### src/rtl/demux_dispatcher_pkg.sv
// +--------------------------------------------------------------------------+
// | demux_dispatcher_pkg : shared slot state type and one-hot decode helper   |
// | Revision: 1.0                                                            |
// +--------------------------------------------------------------------------+
`default_nettype none

package demux_dispatcher_pkg;

  typedef enum logic [0:0] {
    EMPTY = 1'b0,
    FULL  = 1'b1
  } state_t;

  localparam int c_MAX_OUT = 32;

  // Out-of-range indices decode to all-zero so a bad index can never raise a valid.
  function automatic logic [c_MAX_OUT-1:0] onehot(input int idx, input int num_out);
    logic [c_MAX_OUT-1:0] w_vec;
    w_vec = '0;
    if (idx >= 0 && idx < num_out) w_vec = c_MAX_OUT'(1) << idx;
    return w_vec;
  endfunction

endpackage

`default_nettype wire

### src/rtl/demux_onehot.sv
// +--------------------------------------------------------------------------+
// | demux_onehot : destination index plus valid -> one-hot channel vector     |
// | Revision: 1.0                                                            |
// +--------------------------------------------------------------------------+
`default_nettype none

module demux_onehot
  import demux_dispatcher_pkg::*;
#(
  parameter int NUM_OUT = 4,
  parameter int DESTW   = 2
) (
  input  logic [DESTW-1:0]   i_dest,
  input  logic               i_valid,
  output logic [NUM_OUT-1:0] o_onehot
);

  assign o_onehot = i_valid ? NUM_OUT'(onehot(int'(i_dest), NUM_OUT)) : '0;

endmodule

`default_nettype wire

### src/rtl/demux_dispatcher.sv
// +--------------------------------------------------------------------------+
// | demux_dispatcher : 1:N valid/ready demux through one registered slot,     |
// | directed or round-robin destination, counted drop of bad indices.        |
// | Revision: 1.0                                                            |
// +--------------------------------------------------------------------------+
`default_nettype none

module demux_dispatcher
  import demux_dispatcher_pkg::*;
#(
  parameter int NUM_OUT = 4,
  parameter int DW      = 8,
  parameter int SW      = 2,
  parameter int CW      = 8
) (
  input  logic               clk,
  input  logic               rst_n,
  input  logic               in_valid,
  output logic               in_ready,
  input  logic [DW-1:0]      in_data,
  input  logic [SW-1:0]      in_sel,
  input  logic               rr_mode,
  output logic [NUM_OUT-1:0] out_valid,
  input  logic [NUM_OUT-1:0] out_ready,
  output logic [DW-1:0]      out_data,
  output logic               drop_pulse,
  output logic [CW-1:0]      drop_cnt
);

  localparam int              DESTW     = (NUM_OUT > 1) ? $clog2(NUM_OUT) : 1;
  localparam logic [DESTW-1:0] c_LAST    = DESTW'(NUM_OUT - 1);
  localparam logic [CW-1:0]    c_CNT_MAX = '1;

  state_t           r_state;
  state_t           w_state_nxt;
  logic [DW-1:0]    r_data;
  logic [DESTW-1:0] r_dest;
  logic             r_from_rr;
  logic [DESTW-1:0] r_rr_ptr;
  logic [DESTW-1:0] w_rr_ptr_inc;
  logic [DESTW-1:0] w_rr_ptr_cur;
  logic             r_drop_pulse;
  logic [CW-1:0]    r_drop_cnt;
  logic             w_full;
  logic             w_dest_ready;
  logic             w_drain;
  logic             w_accept;
  logic             w_drop;
  logic             w_store;

  assign w_full       = (r_state == FULL);
  assign w_dest_ready = out_ready[r_dest];
  assign w_drain      = w_full & w_dest_ready;
  assign in_ready     = rst_n & (~w_full | w_dest_ready);
  assign w_accept     = in_valid & in_ready;
  assign w_drop       = w_accept & ~rr_mode & (int'(in_sel) >= NUM_OUT);
  assign w_store      = w_accept & ~w_drop;

  // A round-robin beat accepted in the same cycle its predecessor drains must
  // see the already-advanced pointer, otherwise back-to-back beats collide.
  assign w_rr_ptr_inc = (r_rr_ptr == c_LAST) ? '0 : r_rr_ptr + DESTW'(1);
  assign w_rr_ptr_cur = (w_drain & r_from_rr) ? w_rr_ptr_inc : r_rr_ptr;

  always_comb begin
    w_state_nxt = r_state;
    case (r_state)
      EMPTY:   if (w_store) w_state_nxt = FULL;
      FULL:    if (w_drain & ~w_store) w_state_nxt = EMPTY;
      default: w_state_nxt = EMPTY;
    endcase
  end

  always_ff @(posedge clk) begin
    if (!rst_n) begin
      r_state <= EMPTY;
    end else begin
      r_state <= w_state_nxt;
    end
  end

  always_ff @(posedge clk) begin
    if (!rst_n) begin
      r_data       <= '0;
      r_dest       <= '0;
      r_from_rr    <= 1'b0;
      r_rr_ptr     <= '0;
      r_drop_pulse <= 1'b0;
      r_drop_cnt   <= '0;
    end else begin
      r_rr_ptr     <= w_rr_ptr_cur;
      r_drop_pulse <= w_drop;
      if (w_drop && r_drop_cnt != c_CNT_MAX) r_drop_cnt <= r_drop_cnt + CW'(1);
      if (w_store) begin
        r_data    <= in_data;
        r_dest    <= rr_mode ? w_rr_ptr_cur : DESTW'(in_sel);
        r_from_rr <= rr_mode;
      end
    end
  end

  demux_onehot #(
    .NUM_OUT (NUM_OUT),
    .DESTW   (DESTW)
  ) u_onehot (
    .i_dest   (r_dest),
    .i_valid  (w_full),
    .o_onehot (out_valid)
  );

  assign out_data   = r_data;
  assign drop_pulse = r_drop_pulse;
  assign drop_cnt   = r_drop_cnt;

endmodule

`default_nettype wire

### config.mk
export PLATFORM = sky130hd
export DESIGN_NAME = demux_dispatcher
export DESIGN_NICKNAME = d
export VERILOG_FILES = /design/src/rtl/demux_dispatcher_pkg.sv /design/src/rtl/demux_onehot.sv /design/src/rtl/demux_dispatcher.sv
export SDC_FILE = /design/constraint.sdc
export NUM_CORES = 1
export LEC_CHECK = 0
export BUFFER_PORTS_ARGS = -buffer_cell sky130_fd_sc_hd__buf_2
export CORE_AREA = 2 2 43 45
export CTS_CLUSTER_DIAMETER = 200
export DETAILED_ROUTE_END_ITERATION = 16
export DIE_AREA = 0 0 45 47
export PLACE_DENSITY = 0.79
export SETUP_SLACK_MARGIN = 0.1
export SYNTH_ARGS = -nofsm -noshare
export SYNTH_HDL_FRONTEND = slang
export SYNTH_SLANG_ARGS = --single-unit
### constraint.sdc
create_clock -name clk -period 3.2 [get_ports clk]
set_input_delay 0.16 -clock clk [delete_from_list [all_inputs] [get_ports clk]]
set_output_delay 0.16 -clock clk [all_outputs]
set_load 0.03 [all_outputs]
==> results by group <==
Status
  • Status: complete, no violations

Detailed routing
  • Per-cell routed wire length: 9.55 µm
  • Post-route ant nets: 0
  • Remaining DRCs: 0
  • DRT Pass-1 Iters: 4
  • Via count: 570
  • Final wirelength: 1.21 mm
  • DR iter-0 viols: 6
  • Vias per inst: 4.49

Layout
  • N_diodes: 0
  • Layout cell share with drive strength beyond 1: 35.5%
  • Final instance area: 853 µm²
  • Filler cells: 161
  • Area Growth Syn to Fin: 20.1%
  • Register area: 280 µm²
  • Multi-input logic area: 328 µm²
  • # nets final: 130

Yosys
  • Post-synthesis register bit count: 14
  • Post-synthesis compound-gate area fraction: 13.2%
  • Mapped cell area: 711 µm²
  • Synth warn: 0
  • Post-Synth Adder-Cell Area: 1.76%
  • Mux cell area share after synthesis: 9.68%
  • Synth Area in Simple Gates: 16.7%
  • Largest family of logic cells by synthesized area: buffers and inverters
  • Sequential fraction of the synthesis area: 39.4%
  • Syn avg cell area: 8.88 µm²
  • Yosys cell types: 24
  • Xor/xnor cell area share of the yosys netlist: 0%
  • Syn Inst Count: 80

Floorplanning
  • Initial Util: 43.0%
  • Die Span Y: 47 µm
  • Die area: 2120 µm²
  • Top Ports: 40
  • Die width: 45 µm
  • Core area: 1650 µm²
  • Num rows: 15

Clock tree
  • # resized after CTS: 0
  • CTS Sinks: 14
  • Hold Buf Count CTS: 0
  • H-tree levels: 1
  • CTS tree: yes
  • Clk Latency, worst-skew pair: 0.28 ns
  • Cts bufs inserted: 3
  • Clock Path Buffers: 2
  • Reg clk slew, reported paths: 0.08 ns
  • Clk root buf: clkbuf_4
  • Postcts setup bufs: 0

Power
  • P_leak: 0.457 nW
  • P per Cell Area: 472 nW/µm²
  • Worst VDD drop: 0.277 mV

Min path
  • Hold Crit Class: in -> reg
  • Hold path depth: 3
  • Hold Path End: out_data[0]
  • Origin of the worst min-delay path: in_data[0]

Flow run
  • Max-cap violations: 0

Critical path
  • Worst Path Arrival: 2.20 ns
  • Worst R2R Setup Slack: 1.18 ns
  • Kind of end point of the critical path: flip-flop
  • Worst r2r path cells: 4
  • Startpoint Class: flip-flop
  • WP data required: 3.39 ns
  • Critical path peak fanout: 22
  • Setup crit start: r_dest[0]
  • Crit Reg-Reg Startpoint: r_dest[0]
  • Reg2reg end: r_dest[0]
  • Crit Path Category: reg -> reg

GRT
  • Largest net degree at the start of global routing: 23
  • Antenna violations before repair: 0
  • Vias in the first global route: 472
  • GRT Total Usage: 11.7%
  • GR Overflow Total: 0
  • First-pass GRT wire length: 1.84 mm

Place
  • RePlAce Congestion: 0.731
  • PortBufs: 30
  • Area post-placement: 817 µm²
  • Post-DP HPWL: 935 µm

Timing
  • Layout Skew: 0.00449 ns
  • Period minus WS final: 2.02 ns
  • Setup TNS: 0 ns
  • Slew @ Worst Pin: 0.548 ns
  • Crit share post-route: 63.0%
  • Final setup viols: 0
  • Final hold violation count: 0
  • Fin. max-slew vios: 0
  • RSZ-0062 raised after global routing: false
  • Slew headroom: 63.3%
  • Fmax: 496 MHz
[through the flow]
stage / power (W) / hold slack, ns / util [%] / worst slack, ns / cells
floorplan: 0.000268 / 0.284 / - / 1.54 / 88
CTS: 0.000405 / 0.119 / 51.7 / 1.17 / 127
finish: 0.000402 / 0.118 / 51.7 / 1.18 / 127
global placement: 0.000280 / 0.408 / 49.5 / 1.25 / 123
global route: 0.000419 / 0.131 / 51.7 / 1.03 / 127
detailed placement: 0.000282 / 0.415 / 49.5 / 1.19 / 123
[power by group]
| group | internal [W] | switching [W] |
|---|---|---|
| clock | 0.0000692 | 0.0000555 |
| sequential | 0.000186 | 0.00000717 |
| combinational | 0.0000263 | 0.0000587 |
| total | 0.000281 | 0.000121 |
[how the worst max path moves through the flow]
stage / to / slack [ns] / depth (start not counted)
CTS: r_dest[0] / 1.17 / 4
floorplan: r_dest[0] / 1.54 / 4
global route: r_dest[0] / 1.03 / 4
finish: r_dest[0] / 1.18 / 4
detailed placement: r_dest[0] / 1.19 / 4
global placement: r_dest[0] / 1.25 / 4
[registers in the layout, summed over array words and instances (netlist names)]
signal and flops:
r_rr_ptr 2, out_data 8, r_dest 2, r_state 1
r_from_rr 1
[critical path, stage by stage, from the launching register on]
cell and delay, ns:
dfxtp_1 0.42, mux4_2 0.59, o211ai_4 0.49, mux2_1 0.37, o31ai_1 0.07
[cell families after synthesis]
family                   count (synthesis)
adder cells (fa/ha/maj)                  1
multiplexers                             5
other                                    1
buffers and inverters                   22
AO/OA/AOI/OAI                           13
AND/OR/NAND/NOR                         24
flip-flops                              14
[synthesized netlist by cell type]
master	count	share of area, %
mux2_1	1	1.6
nor3_1	1	0.70
nor3b_1	1	1.1
and3_2	1	1.1
ha_1	1	1.8
o31ai_1	1	1.1
nand2_1	5	2.6
dfxtp_1	14	39
nand3_1	10	7.0
o21a_1	1	1.1
buf_4	9	9.5
o21ai_0	8	5.6
inv_1	10	5.3
buf_2	1	0.70
o31ai_2	1	1.8
mux2i_1	2	2.8
nor2b_1	3	2.6
o211ai_4	1	3.0
nor2_1	3	1.6
mux4_2	1	3.2
buf_6	2	3.2
conb_1	1	0.53
o21ai_1	1	0.70
mux2_4	1	2.1
[routing by layer]
layer | up-vias | global-route usage [%] | share of wire (%)
li1 | 305 | - | -
met1 | 231 | 16.2 | 46
met2 | 32 | 17.4 | 42
met3 | 2 | 2.69 | 11
met4 | 0 | 5.29 | 1.2
met5 | - | 0 | 0
[final cells by class]
| class | instances | share of cell area [%] |
|---|---|---|
| clock buffers | 4 | 4.25 |
| repair buffers | 30 | 17.6 |
| flip-flops and latches | 14 | 32.8 |
| well taps | 17 | 2.49 |
| inverters | 10 | 4.40 |
| multi-input cells | 52 | 38.4 |
[cell usage in the layout (no fill, tap or decap), drive strengths merged]
| cell type | netlist | routed |
|---|---|---|
| conb | 1 | 9 |
| o21ai | 9 | 9 |
| o31ai | 2 | 2 |
| ha | 1 | 1 |
| dfxtp | 14 | 14 |
| mux4 | 1 | 1 |
| buf | 12 | 30 |
| nand3 | 10 | 10 |
| clkbuf | 0 | 4 |
| nor3 | 1 | 1 |
| mux2i | 2 | 2 |
| o211ai | 1 | 1 |
| inv | 10 | 10 |
| o21a | 1 | 1 |
| nand2 | 5 | 5 |
| mux2 | 2 | 2 |
| nor2b | 3 | 3 |
| nor2 | 3 | 3 |
| and3 | 1 | 1 |
| nor3b | 1 | 1 |
(Power assumes the default switching activity.)
